--- src/rtl/if_stage_pkg.sv ---
// if_stage_pkg: shared types and constants for the instruction-fetch stage.
//   if_state_e   fetch FSM state encoding
//   RESET_PC_DEF default PC after reset
//   NOP_INST_DEF instruction presented while nothing valid is held
//   sel_word     picks the 32-bit word of a fetched doubleword by pc[2]
package if_stage_pkg;

  localparam logic [63:0] RESET_PC_DEF = 64'h0000_0000_8000_0000;
  localparam logic [31:0] NOP_INST_DEF = 32'h0000_0013;

  typedef enum logic [1:0] {
    IF_IDLE = 2'd0,
    IF_REQ  = 2'd1,
    IF_WAIT = 2'd2,
    IF_HOLD = 2'd3
  } if_state_e;

  function automatic logic [31:0] sel_word(input logic [63:0] data, input logic hi);
    return hi ? data[63:32] : data[31:0];
  endfunction

endpackage

--- src/rtl/if_stage_if.sv ---
// if_stage_if: instruction bus between the fetch stage and memory.
//   if_req_valid / if_req_ready / if_req_addr : request handshake, 8-byte aligned address
//   if_resp_valid / if_resp_data              : one 64-bit response per accepted request
// Modports: master = fetch stage, slave = memory side.
interface if_stage_if;

  logic        if_req_valid;
  logic        if_req_ready;
  logic [63:0] if_req_addr;
  logic        if_resp_valid;
  logic [63:0] if_resp_data;

  modport master (
    output if_req_valid,
    output if_req_addr,
    input  if_req_ready,
    input  if_resp_valid,
    input  if_resp_data
  );

  modport slave (
    input  if_req_valid,
    input  if_req_addr,
    output if_req_ready,
    output if_resp_valid,
    output if_resp_data
  );

endinterface

--- src/rtl/if_stage.sv ---
// if_stage: instruction fetch stage feeding id_stage.
// Owns the PC, issues one fetch at a time, holds the fetched word until id_stage
// accepts it, and applies redirects from later stages.
// Ports:
//   clk, rst         clock, synchronous active-high reset
//   redirect_valid   taken branch/jump resolved this cycle
//   redirect_pc      redirect target (bits [1:0] dropped)
//   id_ready         id_stage accepts the held instruction
//   bus              instruction bus (master side)
//   inst_valid       inst/inst_addr carry a valid instruction
//   inst             instruction word (NOP_INST while inst_valid=0)
//   inst_addr        PC of inst
//
// state   | meaning
// IF_IDLE | one cycle after reset before the first request
// IF_REQ  | request driven from pc, waiting for bus acceptance
// IF_WAIT | request accepted, waiting for the response
// IF_HOLD | instruction held for id_stage
module if_stage
  import if_stage_pkg::*;
#(
  parameter logic [63:0] RESET_PC = RESET_PC_DEF,
  parameter logic [31:0] NOP_INST = NOP_INST_DEF
) (
  input  logic              clk,
  input  logic              rst,
  input  logic              redirect_valid,
  input  logic [63:0]       redirect_pc,
  input  logic              id_ready,
  if_stage_if.master        bus,
  output logic              inst_valid,
  output logic [31:0]       inst,
  output logic [63:0]       inst_addr
);

  if_state_e   state_q, state_d;
  logic [63:0] pc_q, pc_d;
  logic        kill_q, kill_d;
  logic        inst_valid_q, inst_valid_d;
  logic [31:0] inst_q, inst_d;
  logic [63:0] inst_addr_q, inst_addr_d;
  logic [63:0] redir_pc;

  assign redir_pc = redirect_pc & ~64'h3;

  always_ff @(posedge clk) begin
    if (rst) begin
      state_q      <= IF_IDLE;
      pc_q         <= RESET_PC;
      kill_q       <= 1'b0;
      inst_valid_q <= 1'b0;
      inst_q       <= NOP_INST;
      inst_addr_q  <= 64'd0;
    end else begin
      state_q      <= state_d;
      pc_q         <= pc_d;
      kill_q       <= kill_d;
      inst_valid_q <= inst_valid_d;
      inst_q       <= inst_d;
      inst_addr_q  <= inst_addr_d;
    end
  end

  always_comb begin
    state_d      = state_q;
    pc_d         = pc_q;
    kill_d       = kill_q;
    inst_valid_d = inst_valid_q;
    inst_d       = inst_q;
    inst_addr_d  = inst_addr_q;
    case (state_q)
      IF_IDLE: begin
        state_d = IF_REQ;
        if (redirect_valid) pc_d = redir_pc;
      end
      IF_REQ: begin
        if (redirect_valid) pc_d = redir_pc;
        if (bus.if_req_ready) begin
          state_d = IF_WAIT;
          // Request already went out with the old pc; its response must be dropped.
          if (redirect_valid) kill_d = 1'b1;
        end
      end
      IF_WAIT: begin
        if (redirect_valid) begin
          pc_d = redir_pc;
          if (bus.if_resp_valid) begin
            kill_d  = 1'b0;
            state_d = IF_REQ;
          end else begin
            kill_d = 1'b1;
          end
        end else if (bus.if_resp_valid) begin
          kill_d  = 1'b0;
          state_d = IF_REQ;
          if (!kill_q) begin
            inst_valid_d = 1'b1;
            inst_d       = sel_word(bus.if_resp_data, pc_q[2]);
            inst_addr_d  = pc_q;
            pc_d         = pc_q + 64'd4;
            state_d      = IF_HOLD;
          end
        end
      end
      IF_HOLD: begin
        if (redirect_valid) begin
          inst_valid_d = 1'b0;
          inst_d       = NOP_INST;
          pc_d         = redir_pc;
          state_d      = IF_REQ;
        end else if (id_ready) begin
          inst_valid_d = 1'b0;
          inst_d       = NOP_INST;
          state_d      = IF_REQ;
        end
      end
      default: state_d = IF_IDLE;
    endcase
  end

  assign bus.if_req_valid = (state_q == IF_REQ);
  assign bus.if_req_addr  = {pc_q[63:3], 3'b000};
  assign inst_valid       = inst_valid_q;
  assign inst             = inst_q;
  assign inst_addr        = inst_addr_q;

endmodule

--- src/flat_wrapper.sv ---
// flat-port wrapper written by rule: the top's interface ports become plain ports
module if_stage_flat import if_stage_pkg::*;
#(
  parameter logic [63:0] RESET_PC = RESET_PC_DEF,
  parameter logic [31:0] NOP_INST = NOP_INST_DEF
)
  (clk, rst, redirect_valid, redirect_pc, id_ready, inst_valid, inst, inst_addr, bus_if_req_valid, bus_if_req_addr, bus_if_req_ready, bus_if_resp_valid, bus_if_resp_data);
  if_stage_if bus_i ();
  input  logic clk;
  input  logic rst;
  input  logic redirect_valid;
  input  logic [63:0] redirect_pc;
  input  logic id_ready;
  output logic inst_valid;
  output logic [31:0] inst;
  output logic [63:0] inst_addr;
  output wire logic [$bits(bus_i.if_req_valid)-1:0] bus_if_req_valid;
  output wire logic [$bits(bus_i.if_req_addr)-1:0] bus_if_req_addr;
  input wire logic [$bits(bus_i.if_req_ready)-1:0] bus_if_req_ready;
  input wire logic [$bits(bus_i.if_resp_valid)-1:0] bus_if_resp_valid;
  input wire logic [$bits(bus_i.if_resp_data)-1:0] bus_if_resp_data;
  assign bus_if_req_valid = bus_i.if_req_valid;
  assign bus_if_req_addr = bus_i.if_req_addr;
  assign bus_i.if_req_ready = bus_if_req_ready;
  assign bus_i.if_resp_valid = bus_if_resp_valid;
  assign bus_i.if_resp_data = bus_if_resp_data;
  if_stage #(.RESET_PC(RESET_PC), .NOP_INST(NOP_INST)) u_core (.clk(clk), .rst(rst), .redirect_valid(redirect_valid), .redirect_pc(redirect_pc), .id_ready(id_ready), .bus(bus_i), .inst_valid(inst_valid), .inst(inst), .inst_addr(inst_addr));
endmodule
--- config.mk ---
export PLATFORM = sky130hd
export DESIGN_NAME = if_stage_flat
export DESIGN_NICKNAME = d
export VERILOG_FILES = /design/src/rtl/if_stage_pkg.sv /design/src/rtl/if_stage_if.sv /design/src/rtl/if_stage.sv /design/src/flat_wrapper.sv
export SDC_FILE = /design/constraint.sdc
export NUM_CORES = 1
export LEC_CHECK = 0
export BUFFER_PORTS_ARGS = -buffer_cell sky130_fd_sc_hd__buf_4
export CAP_MARGIN = 30
export CORE_AREA = 3 3 142 144
export CTS_CLUSTER_DIAMETER = 100
export DETAILED_ROUTE_END_ITERATION = 8
export DIE_AREA = 0 0 145 147
export PLACE_DENSITY = 0.72
export SLEW_MARGIN = 40
export SYNTH_ARGS = -nofsm -noshare
export SYNTH_HDL_FRONTEND = slang
export SYNTH_SLANG_ARGS = --single-unit
--- constraint.sdc ---
create_clock -name clk -period 3.4 [get_ports clk]
set_input_delay 0.51 -clock clk [delete_from_list [all_inputs] [get_ports clk]]
set_output_delay 0.51 -clock clk [all_outputs]
set_load 0.05 [all_outputs]
==> flow_summary.ini <==
[power]
p_per_area_nw_per_um2 = 441
p_leak_nw = 4.36
switching_share = 0.311
p_switching_mw = 1.52
p_seq_frac = 0.423
combPwrFrac = 0.189
p_int_mw = 3.37
vdd_drop_max_v = 0.000373
pwr-share-clk = 0.388

[run_status]
status = complete, no violations

[hold_path]
hold_class = in2reg
min_path_cells = 2
whs_endpoint = u_core.pc_q[45]
holdCritStartpoint = redirect_pc[45]

[setup_path]
arrival_ns = 3.27
timing.rr.end = u_core.pc_q[47]
ff2ff_setup_slack_ns = 0.46
path_common_cell = or4_1
crit_type = reg2reg
worst_path_max_delay_cell = or4_1
path_buf_inv = 0
cp.required_ns = 3.73
critPathLaunchType = register
worstReg2RegStart = u_core.pc_q[21]
cp_top_family = simple AND/OR/NAND/NOR gates
endpoint_kind = register
crit_fanout = 9
r2r.worst_path.cells = 5
path_cells = nand4_1 -> or4_4 -> or4_1 -> or4_1 -> a311oi_1
worst_path_largest_cell_delay_ns = 0.64

[final_layout]
utilization = 0.590
area_growth_pct = 29.9
final_cell_mix = buf_4 (318), nand2_1 (192), dfxtp_1 (159)
fin_nets = 1452
final_common_cell = buf_4
layout-drive-gt1-share = 0.281

[sta]
hold_violations = 0
worstMarginPinSlew_ns = 0.802
clock_skew_ns = 0.00899
clock.fmax_mhz = 340
relSlewSlack = 0.465
setup_tns_ns = 0
period_share = 0.865
rsz0062_at_grt = no
finalMaxSlewViolations = 0
finalSetupViolCount = 0
fin_crit_ns = 2.94

[yosys]
syn_area_um2 = 8550
synth-compound-area-share = 0.203
synthSimpleGateAreaFrac = 0.271
syn_inst = 1121
yosysUniqueCellTypes = 72
synth_mux_area_frac = 0.0400
yosys_warnings = 0
ys_async_sr_fraction = 0
yosys.area_share.adder = 0.00878
synth-edff-count = 0
ys_seq_elements = 160
synth-xor-area-share = 0.00102
postSynthAreaPerCell_um2 = 7.63
synth_top_family_by_area = simple AND/OR/NAND/NOR gates
synth-main-ff-cell = dfxtp_1
seq_area_frac_synth = 0.375

[place]
place.gp.congestion = 0.922
numPortBuffers = 288
hpwl_um = 21400

[clock_network]
clkTransAtPathRegs_ns = 0.06
clock_latency_ns = 0.43
cts_resized = 0
clk_path_buf_depth = 2
clock_sinks = 160
htreeDepth = 4
cts_setup_buffers = 0
clockRootBuffer = clkbuf_16
holdBufCountCts = 0
cts_buffers = 17
cts_tree = built

[floorplanning]
initial_core_util = 0.454
die_x_um = 145
row_count = 50
core_area_um2 = 18800
dieArea_um2 = 21300
io_pins = 296
die_h_um = 147

[drt]
avgRoutedWirePerCell_um = 18.5
drtAntennaViolNets = 0
drt_iter0_drc = 685
wirelength_um = 29300
vias = 9139
drc_errors = 0
via_per_inst = 5.76
drt_first_pass_iters = 5

[global_route]
grt_max_degree = 74
overflow = 0
antenna_found_initial = 2
grt_pass1_vias = 8435
grt_usage = 0.262
grt_pass1_wl_um = 45400

[run]
cap_viol_max_count = 0
## metrics by stage
stage | hold WS (ns) | area (µm²) | cells | setup slack [ns] | total power, mW
finish | 0.338 | 11100 | 1587 | 0.460 | 4.90
global route | 0.336 | 11100 | 1587 | 0.356 | 5.08
CTS | 0.324 | 11100 | 1585 | 0.505 | 4.93
global placement | 0.442 | 10500 | 1553 | 0.587 | 3.02
detailed placement | 0.447 | 10500 | 1553 | 0.518 | 3.03
floorplan | 0.459 | 8560 | 1125 | 0.705 | 2.74
## logic make-up (layout without fill, tap and decap cells)
logic type / after synthesis / count (layout)
buffers and inverters: 163 / 363
adders and majority gates: 6 / 6
and+or+nand+nor: 484 / 484
AOI/OAI and AO/OA: 272 / 272
xor gates and xnor gates: 1 / 1
DFF: 160 / 160
muxes: 34 / 34
other: 1 / 7
## worst max path at each step
stage,startpoint,end,slack [ns],depth (start not counted)
finish,u_core.pc_q[21],u_core.pc_q[47],0.46,5
global route,u_core.pc_q[21],u_core.pc_q[47],0.36,5
CTS,u_core.pc_q[21],u_core.pc_q[47],0.51,5
detailed placement,u_core.pc_q[21],u_core.pc_q[47],0.52,5
global placement,u_core.pc_q[21],u_core.pc_q[47],0.59,5
floorplan,u_core.state_q[0],u_core.pc_q[37],0.71,9
## per-layer routing
| metal | GRT usage | vias to the layer above | part of all wire |
|---|---|---|---|
| met4 | 0.103 | 0 | 0.029 |
| li1 | - | 4366 | - |
| met1 | 0.317 | 4264 | 0.39 |
| met2 | 0.445 | 450 | 0.49 |
| met5 | 0 | - | 0 |
| met3 | 0.0746 | 59 | 0.093 |
## cell type report
type	count	area [µm²]
fill	1815	7730
multi-input combinational	802	4530
sequential	160	3200
timing repair buffer	320	2430
clock buffer	19	433
tap	260	325
clock inverter	13	140
inverter	11	41.3
antenna	2	5.00
## flip-flops by register name (all words and copies together) (netlist names)
name and flops:
u_core.inst_addr 62, u_core.pc_q 62, u_core.inst_valid 1, u_core.kill_q 1
u_core.inst 32, u_core.state_q 2
## power groups by stage
stage	clock network [mW]	logic, mW	registers, mW
final	1.90	0.924	2.07
after detailed placement	0	0.922	2.11
after floorplan	0	0.599	2.14
after CTS	1.94	0.924	2.07
after global routing	2.01	0.985	2.08
after global placement	0	0.915	2.10
## synthesized netlist by cell type (all sizes together) (12+ instances only)
cell,instances,area (µm²)
a21oi,118,591
a311oi,17,149
and4,14,124
buf,77,539
clkbuf,75,283
dfxtp,160,3200
mux2i,33,330
nand2,192,721
nand3,34,175
nand4,23,159
nor2,84,315
nor3,56,280
nor4,18,113
o211ai,12,90.1
o21ai,35,175
o31ai,12,90.1
or4,13,105
## worst register-to-register path, stage by stage (launching register included)
cell and delay [ns]:
dfxtp_1 0.47, nand4_1 0.34, or4_4 0.59, or4_1 0.64, or4_1 0.54, a311oi_1 0.27
(Power assumes the default switching activity.)
